--- src/rtl/segment_scan_ctrl_if.sv ---
// Word-addressed register bus: writes land on the accepting clock edge, read data is
// combinational from the current address, and the slave is always ready.
interface minibus_slave_if #(
  parameter int DATA_WIDTH = 32,
  parameter int ADDR_WIDTH = 4
);
  logic                  req;
  logic                  we;
  logic [ADDR_WIDTH-1:0] addr;
  logic [DATA_WIDTH-1:0] wdata;
  logic                  ready;
  logic [DATA_WIDTH-1:0] rdata;

  modport master (output req, we, addr, wdata, input ready, rdata);
  modport slave  (input req, we, addr, wdata, output ready, rdata);
endinterface

--- src/rtl/segment_scan_ctrl.sv ---
// Multiplexed seven-segment scanner: per-digit registers plus CTRL, a slot/phase counter,
// a per-slot shadow of the digit being shown, and brightness by phase gating.
module segment_scan_ctrl #(
  parameter int DIGITS         = 6,
  parameter int SCAN_DIV       = 50000,
  parameter bit SEL_ACTIVE_LOW = 1'b1,
  parameter bit SEG_ACTIVE_LOW = 1'b1,
  parameter int DATA_WIDTH     = 32,
  parameter int ADDR_WIDTH     = 4
) (
  input  logic              clk,
  input  logic              nrst,
  minibus_slave_if.slave    _sif,
  output logic [DIGITS-1:0] seg_sel,
  output logic [7:0]        seg_data
);
  localparam int SUB_DIV = SCAN_DIV / 16;
  localparam int SUBW    = (SUB_DIV > 1) ? $clog2(SUB_DIV) : 1;
  localparam int IDXW    = (DIGITS > 1) ? $clog2(DIGITS) : 1;
  localparam logic [DIGITS-1:0] SEL_OFF = SEL_ACTIVE_LOW ? {DIGITS{1'b1}} : {DIGITS{1'b0}};
  localparam logic [7:0]        SEG_OFF = SEG_ACTIVE_LOW ? 8'hFF : 8'h00;

  logic [7:0]        dig_q [DIGITS];
  logic              en_q, en_d, dec_q, dec_d;
  logic [3:0]        bright_q, bright_d;
  logic [DIGITS-1:0] blank_q, blank_d;
  logic [SUBW-1:0]   sub_q, sub_d;
  logic [3:0]        phase_q, phase_d;
  logic [IDXW-1:0]   idx_q, idx_d;
  logic [7:0]        sh_pat_q, sh_pat_d;
  logic              sh_dec_q, sh_dec_d, sh_blank_q, sh_blank_d;
  logic [3:0]        sh_bright_q, sh_bright_d;
  logic [DIGITS-1:0] sel_q, sel_d;
  logic [7:0]        data_q, data_d;
  logic              wr, run, lit, wdata_unused;
  logic [7:0]        pat;

  assign wr           = _sif.req & _sif.we;
  assign _sif.ready   = 1'b1;
  assign wdata_unused = ^_sif.wdata;

  function automatic logic [6:0] hex7(input logic [3:0] n);
    case (n)
      4'h0: hex7 = 7'h3F;  4'h1: hex7 = 7'h06;  4'h2: hex7 = 7'h5B;  4'h3: hex7 = 7'h4F;
      4'h4: hex7 = 7'h66;  4'h5: hex7 = 7'h6D;  4'h6: hex7 = 7'h7D;  4'h7: hex7 = 7'h07;
      4'h8: hex7 = 7'h7F;  4'h9: hex7 = 7'h6F;  4'hA: hex7 = 7'h77;  4'hB: hex7 = 7'h7C;
      4'hC: hex7 = 7'h39;  4'hD: hex7 = 7'h5E;  4'hE: hex7 = 7'h79;  default: hex7 = 7'h71;
    endcase
  endfunction

  genvar gi;
  generate
    for (gi = 0; gi < DIGITS; gi++) begin : g_dig
      always_ff @(posedge clk) begin
        if (!nrst) begin
          dig_q[gi] <= 8'h00;
        end else if (wr && _sif.addr == ADDR_WIDTH'(gi)) begin
          dig_q[gi] <= _sif.wdata[7:0];
        end
      end
    end
  endgenerate

  always_comb begin
    en_d     = en_q;
    dec_d    = dec_q;
    bright_d = bright_q;
    blank_d  = blank_q;
    if (wr && _sif.addr == ADDR_WIDTH'(DIGITS)) begin
      en_d     = _sif.wdata[0];
      dec_d    = _sif.wdata[1];
      bright_d = _sif.wdata[7:4];
      blank_d  = _sif.wdata[8 +: DIGITS];
    end
  end

  always_comb begin
    _sif.rdata = '0;
    for (int n = 0; n < DIGITS; n++) begin
      if (_sif.addr == ADDR_WIDTH'(n)) _sif.rdata[7:0] = dig_q[n];
    end
    if (_sif.addr == ADDR_WIDTH'(DIGITS)) begin
      _sif.rdata[0]           = en_q;
      _sif.rdata[1]           = dec_q;
      _sif.rdata[7:4]         = bright_q;
      _sif.rdata[8 +: DIGITS] = blank_q;
    end
  end

  // Requiring the next enable as well lets a disabling write blank the very next cycle.
  assign run = en_q & en_d;

  always_comb begin
    sub_d   = '0;
    phase_d = 4'd0;
    idx_d   = '0;
    if (run) begin
      idx_d = idx_q;
      if (sub_q == SUBW'(SUB_DIV - 1)) begin
        sub_d   = '0;
        phase_d = phase_q + 4'd1;
        if (phase_q == 4'd15) idx_d = (idx_q == IDXW'(DIGITS - 1)) ? '0 : idx_q + 1'b1;
      end else begin
        sub_d   = sub_q + 1'b1;
        phase_d = phase_q;
      end
    end
  end

  always_comb begin
    sh_pat_d    = sh_pat_q;
    sh_dec_d    = sh_dec_q;
    sh_bright_d = sh_bright_q;
    sh_blank_d  = sh_blank_q;
    if (en_q && sub_q == '0 && phase_q == 4'd0) begin
      sh_pat_d    = dig_q[idx_q];
      sh_dec_d    = dec_q;
      sh_bright_d = bright_q;
      sh_blank_d  = blank_q[idx_q];
    end
  end

  // Phase 0 is dark, so the shadow being loaded during it never reaches the outputs early.
  always_comb begin
    lit    = run && !sh_blank_q && phase_q != 4'd0 && phase_q <= sh_bright_q;
    pat    = sh_dec_q ? {sh_pat_q[7], hex7(sh_pat_q[3:0])} : sh_pat_q;
    sel_d  = (lit ? (DIGITS'(1) << idx_q) : '0) ^ SEL_OFF;
    data_d = (lit ? pat : 8'h00) ^ SEG_OFF;
  end

  always_ff @(posedge clk) begin
    if (!nrst) begin
      en_q        <= 1'b0;
      dec_q       <= 1'b0;
      bright_q    <= 4'd0;
      blank_q     <= '0;
      sub_q       <= '0;
      phase_q     <= 4'd0;
      idx_q       <= '0;
      sh_pat_q    <= 8'h00;
      sh_dec_q    <= 1'b0;
      sh_bright_q <= 4'd0;
      sh_blank_q  <= 1'b0;
      sel_q       <= SEL_OFF;
      data_q      <= SEG_OFF;
    end else begin
      en_q        <= en_d;
      dec_q       <= dec_d;
      bright_q    <= bright_d;
      blank_q     <= blank_d;
      sub_q       <= sub_d;
      phase_q     <= phase_d;
      idx_q       <= idx_d;
      sh_pat_q    <= sh_pat_d;
      sh_dec_q    <= sh_dec_d;
      sh_bright_q <= sh_bright_d;
      sh_blank_q  <= sh_blank_d;
      sel_q       <= sel_d;
      data_q      <= data_d;
    end
  end

  assign seg_sel  = sel_q;
  assign seg_data = data_q;
endmodule

--- src/flat_wrapper.sv ---
// flat-port wrapper written by rule: the top's interface ports become plain ports
module segment_scan_ctrl_flat 
#(
  parameter int DIGITS         = 6,
  parameter int SCAN_DIV       = 50000,
  parameter bit SEL_ACTIVE_LOW = 1'b1,
  parameter bit SEG_ACTIVE_LOW = 1'b1,
  parameter int DATA_WIDTH     = 32,
  parameter int ADDR_WIDTH     = 4
)
  (clk, nrst, seg_sel, seg_data, _sif_req, _sif_we, _sif_addr, _sif_wdata, _sif_ready, _sif_rdata);
  minibus_slave_if #(.DATA_WIDTH(DATA_WIDTH), .ADDR_WIDTH(ADDR_WIDTH)) _sif_i ();
  input  logic clk;
  input  logic nrst;
  output logic [DIGITS-1:0] seg_sel;
  output logic [7:0] seg_data;
  input wire logic [$bits(_sif_i.req)-1:0] _sif_req;
  input wire logic [$bits(_sif_i.we)-1:0] _sif_we;
  input wire logic [$bits(_sif_i.addr)-1:0] _sif_addr;
  input wire logic [$bits(_sif_i.wdata)-1:0] _sif_wdata;
  output wire logic [$bits(_sif_i.ready)-1:0] _sif_ready;
  output wire logic [$bits(_sif_i.rdata)-1:0] _sif_rdata;
  assign _sif_i.req = _sif_req;
  assign _sif_i.we = _sif_we;
  assign _sif_i.addr = _sif_addr;
  assign _sif_i.wdata = _sif_wdata;
  assign _sif_ready = _sif_i.ready;
  assign _sif_rdata = _sif_i.rdata;
  segment_scan_ctrl #(.DIGITS(DIGITS), .SCAN_DIV(SCAN_DIV), .SEL_ACTIVE_LOW(SEL_ACTIVE_LOW), .SEG_ACTIVE_LOW(SEG_ACTIVE_LOW), .DATA_WIDTH(DATA_WIDTH), .ADDR_WIDTH(ADDR_WIDTH)) u_core (.clk(clk), .nrst(nrst), ._sif(_sif_i), .seg_sel(seg_sel), .seg_data(seg_data));
endmodule
--- config.mk ---
export PLATFORM = sky130hd
export DESIGN_NAME = segment_scan_ctrl_flat
export DESIGN_NICKNAME = d
export VERILOG_FILES = /design/src/rtl/segment_scan_ctrl_if.sv /design/src/rtl/segment_scan_ctrl.sv /design/src/flat_wrapper.sv
export SDC_FILE = /design/constraint.sdc
export NUM_CORES = 1
export LEC_CHECK = 0
export CORE_ASPECT_RATIO = 2
export CORE_MARGIN = 4
export CORE_UTILIZATION = 49
export DETAILED_ROUTE_END_ITERATION = 8
export GPL_ROUTABILITY_DRIVEN = 0
export PLACE_DENSITY = 0.81
export RECOVER_POWER = 25
export SETUP_SLACK_MARGIN = 0.4
export SYNTH_ARGS = -nofsm -noshare
export SYNTH_HDL_FRONTEND = slang
export SYNTH_SLANG_ARGS = --single-unit
export TNS_END_PERCENT = 50
--- constraint.sdc ---
create_clock -name clk -period 2 [get_ports clk]
set_input_delay 0.3 -clock clk [delete_from_list [all_inputs] [get_ports clk]]
set_output_delay 0.3 -clock clk [all_outputs]
set_load 0.005 [all_outputs]
==> impl_metrics.json, run 1 <==
{
  "synth.avg_cell_area_um2": 10.4,
  "grt_max_degree": 42,
  "vias": 4761,
  "cts.htree.levels": 3,
  "crit_type": "reg -> out",
  "synth_area_leaders": "edfxtp_1 25%, dfxtp_1 21%, and2_1 6.0%",
  "reg2reg_depth": 7,
  "first_iter_violations": 261,
  "io_buffers": 49,
  "rsz0062_at_grt": "yes",
  "synth_top_area_frac": 0.253,
  "synth.most_common_cell": "dfxtp_1",
  "synth-edff-count": 48,
  "start_util": 0.501,
  "synthCells": 549,
  "outcome": "finished, violations left",
  "ys_ff_latch": 107,
  "hold_violations": 0,
  "worstSkewPairLatency_ps": 360,
  "areaGrowthSynthToFinish_pct": 33.5,
  "synth_common_cells": "59 x dfxtp_1, 55 x and2_1, 48 x edfxtp_1, 48 x nor2_1, 42 x nand2_1",
  "ir_drop_v": 0.000481,
  "grtUsageTotal": 0.218,
  "synth_flop_cell": "dfxtp_1",
  "ys_types": 60,
  "required_ps": 1700,
  "skew_ps": 6.93,
  "drc_errors": 0,
  "dpl_cell_area_um2": 6550,
  "maxCapViolations": 0,
  "die_x_um": 84.2,
  "whs_path_depth": 1,
  "wire_per_inst_um": 21.0,
  "antenna_found_initial": 0,
  "cp_max_fo": 2,
  "syn-cell-area_um2": 5690,
  "endpoint_kind": "primary output",
  "worstHoldPathType": "reg -> reg",
  "num_rows": 55,
  "grt_pass1_vias": 4515,
  "yosys_warnings": 0,
  "clockBufferDepth": 2,
  "max_stage_delay_ps": 490,
  "io_pins": 87,
  "clkSinkCount": 107,
  "max_freq_mhz": 494,
  "viasPerCell": 5.89,
  "path_clk_slew_ps": 80,
  "crit_path_cell_trace": "mux4_2 -> a221o_1 -> buf_2",
  "die_y_um": 160,
  "whs_ps": 440,
  "synth_top_area_cell": "edfxtp_1",
  "cts_root_buf": "clkbuf_16",
  "pwr_density_cell_nw_per_um2": 599,
  "startpoint_type": "flop",
  "dp_hpwl_um": 11100,
  "failed_checks": "setup timing",
  "async_reset_ff_frac": 0,
  "fin_ws_ps": -22.5,
  "leakage_nw": 2.84,
  "finalMaxSlewViolations": 0,
  "core_area_um2": 11400,
  "tightest_slew_ps": 560,
  "drive_gt1_frac": 0.338,
  "slowest_stage": "mux4_2",
  "n_fill_cell": 821,
  "fin_area_um2": 7600,
  "nets": 716,
  "arrival_ps": 1720,
  "die_area_um2": 13500,
  "max_slew_margin": 0.627,
  "ant_nets": 0,
  "dr.pass1.iters": 4,
  "timing.final.crit_share": 1.01,
  "numCtsBuffers": 9,
  "wirelength_um": 17000,
  "tritoncts": "done",
  "grt_pass1_wl_um": 22900,
  "finalSetupViolCount": 1,
  "yosysSeqAreaShare": 0.461,
  "antenna_cells": 0,
  "pre_cts_slack_ps": -685,
  "grt_overflow_total": 0,
  "fin_crit_ps": 2020
}
==> cell families after synthesis <==
| family | after synthesis | share of synthesized area |
|---|---|---|
| muxes | 34 | 0.0837 |
| xor gates and xnor gates | 11 | 0.0169 |
| other | 2 | 0.00132 |
| DFF | 107 | 0.461 |
| AOI/OAI and AO/OA | 88 | 0.116 |
| adders and majority gates | 15 | 0.0330 |
| and+or+nand+nor | 224 | 0.222 |
| buffers and inverters | 68 | 0.0662 |
==> final cells by class <==
class | instances | area [µm²] | area share
multi-input combinational | 391 | 3220 | 0.424
clock inverter | 7 | 58.8 | 0.00774
tap | 142 | 178 | 0.0234
sequential | 107 | 2660 | 0.350
clock buffer | 9 | 225 | 0.0296
inverter | 16 | 62.6 | 0.00823
timing repair buffer | 136 | 1190 | 0.157
==> critical path: cells and delay by family, from the launching register on <==
family	cells	cell delay, ps
muxes	1	490
DFF	1	410
AOI/OAI and AO/OA	1	330
buffers and inverters	1	130
==> power by group <==
group / leakage (nW) / switching [mW] / internal, mW
Clock: 0.134 / 0.866 / 0.864
Combinational: 1.76 / 0.232 / 0.209
Sequential: 0.944 / 0.0487 / 2.33
Total: 2.84 / 1.15 / 3.40
==> cell usage in the layout, fill, tap and decap left out, types with 9 or more instances in the layout <==
cell type,netlist,layout
buf_6,3,16
mux2_2,9,9
and2_1,55,40
clkbuf_16,0,11
buf_2,9,10
mux2i_1,15,15
nand3_1,21,10
mux4_2,10,10
ha_1,15,10
conb_1,2,19
edfxtp_1,48,48
buf_4,20,52
dfxtp_2,0,12
a21boi_0,12,12
nor2_2,0,9
nand3_2,0,9
dfxtp_1,59,41
clkdlybuf4s50_1,0,28
nor2_1,48,37
and2_0,0,14
nand2_1,42,34
clkbuf_1,16,11
==> state kept, by name, summed over array words and instances, names as in the netlist <==
signal              count
u_core.sub_q           12
u_core.bright_q         4
u_core.seg_data         8
u_core.dig_q           48
u_core.idx_q            3
u_core.phase_q          4
u_core.sh_pat_q         8
u_core.dec_q            1
u_core.sh_dec_q         1
u_core.en_q             1
u_core.sh_bright_q      4
u_core.seg_sel          6
u_core.blank_q          6
u_core.sh_blank_q       1
==> metrics by stage <==
stage	setup TNS [ps]	cells	util	power, mW
global placement	-36700	759	0.577	2.78
finish	-22.5	808	0.669	4.55
floorplan	0	566	-	2.61
global route	-111	808	0.669	4.66
CTS	0	788	0.618	4.48
detailed placement	-43310	759	0.577	2.79
==> path summary, 6_finish.rpt <==
check | from | endpoint | slack, ps
hold / removal | u_core.sh_pat_q[7] | u_core.seg_data[7] | 440
setup / recovery | u_core.dig_q[3][7] | _sif_rdata[7] | -20
hold reg to reg | u_core.sh_pat_q[7] | u_core.seg_data[7] | 440
setup reg to reg | u_core.phase_q[0] | u_core.sh_bright_q[1] | 240
==> per-layer routing <==
| metal | track usage | wire length (µm) | vias up |
|---|---|---|---|
| li1 | - | - | 2167 |
| met1 | 0.205 | 5390 | 2333 |
| met2 | 0.427 | 9580 | 183 |
| met3 | 0.0287 | 790 | 78 |
| met4 | 0.133 | 1220 | 0 |
| met5 | 0 | 0 | - |
==> repair_timing <==
action                                  in CTS  in global routing
endpoints found under the setup margin     161                124
setup buffers                               11                 17
pin swaps                                   20                 41
cloned                                       2                  3
hold buffers                                 0                  0
resized for setup                          100                132
(Power assumes the default switching activity.)
==> run 2, diff against run 1 <==
Settings changed: CORE_UTILIZATION 49 to 59, PLACE_DENSITY 0.81 to 0.91.
Clock period 2 ns to 2.6 ns, I/O delays scaled along.
==> impl_metrics.json, run 2 (synthesis results as in run 1) <==
{
  "outcome": "finished, final reports clean",
  "num_rows": 50,
  "endpoint_kind": "primary output",
  "grt_overflow_total": 0,
  "dr.pass1.iters": 5,
  "leakage_nw": 2.50,
  "fin_area_um2": 6720,
  "dp_hpwl_um": 10900,
  "top_register": "u_core.dig_q",
  "tritoncts": "done",
  "cts.htree.levels": 3,
  "pre_cts_slack_ps": -247,
  "startpoint_type": "input pin",
  "final_common_cell": "dfxtp_1",
  "drive_gt1_frac": 0.162,
  "worstHoldPathType": "reg -> reg",
  "core_area_um2": 9380,
  "required_ps": 2210,
  "cts_hold_buf": 0,
  "antenna_cells": 0,
  "finalMaxSlewViolations": 0,
  "viasPerCell": 6.29,
  "grtUsageTotal": 0.276,
  "maxCapViolations": 0,
  "nets": 675,
  "power_mw": 3.56,
  "rsz0062_at_grt": "yes",
  "path_clk_slew_ps": 70,
  "die_area_um2": 11400,
  "areaGrowthSynthToFinish_pct": 18.0,
  "tightest_slew_ps": 651,
  "clockBufferDepth": 2,
  "fin_ws_ps": 320,
  "max_freq_mhz": 439,
  "antenna_found_initial": 0,
  "cts_root_buf": "clkbuf_16",
  "timing.final.crit_share": 0.877,
  "io_pins": 87,
  "start_util": 0.607,
  "setup_tns_ps": 0,
  "ir_drop_v": 0.000715,
  "grt_max_degree": 42,
  "wire_per_inst_um": 21.1,
  "largest_reg_flops": 48,
  "die_y_um": 147,
  "cp_max_fo": 12,
  "final_cell_mix": "59 x dfxtp_1, 53 x and2_1, 48 x edfxtp_1, 42 x nand2_1, 41 x nor2_1",
  "grt_pass1_wl_um": 24000,
  "worstSkewPairLatency_ps": 360,
  "drc_errors": 0,
  "pwr_density_cell_nw_per_um2": 531,
  "skew_ps": 6.00,
  "whs_ps": 397,
  "ant_nets": 0,
  "fin_crit_ps": 2280,
  "wirelength_um": 15400,
  "reg.largest.list": "u_core.dig_q (48), u_core.sub_q (12)",
  "arrival_ps": 1890,
  "dpl_cell_area_um2": 6330,
  "first_iter_violations": 379,
  "die_x_um": 77.5,
  "io_buffers": 49,
  "crit_type": "in -> out",
  "grt_pass1_vias": 4594,
  "clkSinkCount": 107,
  "hold_violations": 0,
  "vias": 4589,
  "finalSetupViolCount": 0,
  "numCtsBuffers": 9,
  "max_slew_margin": 0.562
}
-- run 2: worst paths after layout --
check / start / endpoint / slack [ps] / cells after the start
setup / recovery: _sif_addr[1] / _sif_rdata[2] / 320 / 8
hold reg to reg: u_core.sh_pat_q[7] / u_core.seg_data[7] / 400 / 1
setup reg to reg: u_core.sub_q[3] / u_core.sh_pat_q[3] / 440 / 4
hold / removal: u_core.sh_pat_q[7] / u_core.seg_data[7] / 400 / 1
-- run 2: critical path, stage by stage --
cell and delay (ps):
dlygate4sd2_1 240, buf_12 140, buf_4 110, nor3_1 50, a2111oi_0 550, a31oi_1 100
o22ai_1 160, clkbuf_2 140
-- run 2: power by group --
| group | switching (mW) | internal [mW] | leakage [nW] |
|---|---|---|---|
| Combinational | 0.152 | 0.131 | 1.43 |
| Sequential | 0.0388 | 1.80 | 0.933 |
| Clock | 0.608 | 0.835 | 0.144 |
-- run 2: stage by stage --
step	std cells	utilization
3_3_place_gp	700	0.675
2_1_floorplan	566	-
3_5_place_dp	700	0.675
5_1_grt	729	0.716
4_1_cts	725	0.717
6_report	729	0.716
-- run 2: metal layers --
metal	wire length [µm]	track usage	part of all wire	vias up
li1	-	-	-	2073
met1	5050	0.269	0.33	2185
met2	8210	0.506	0.53	248
met3	972	0.0571	0.063	83
met4	1130	0.193	0.074	0
met5	0	0	0	-
-- run 2: cell type report --
cell class	count	area, µm²
Multi-Input combinational cell	391	2780
Fill cell	637	2670
Sequential cell	107	2620
Timing Repair Buffer	95	817
Clock buffer	10	229
Tap cell	104	130
Clock inverter	6	80.1
Inverter	16	60.1
-- run 2: timing repair --
item,in CTS,in global routing
endpoints found under the setup margin,14,12
pin swaps,9,5
gates resized for setup,49,10
buffers inserted,9,4
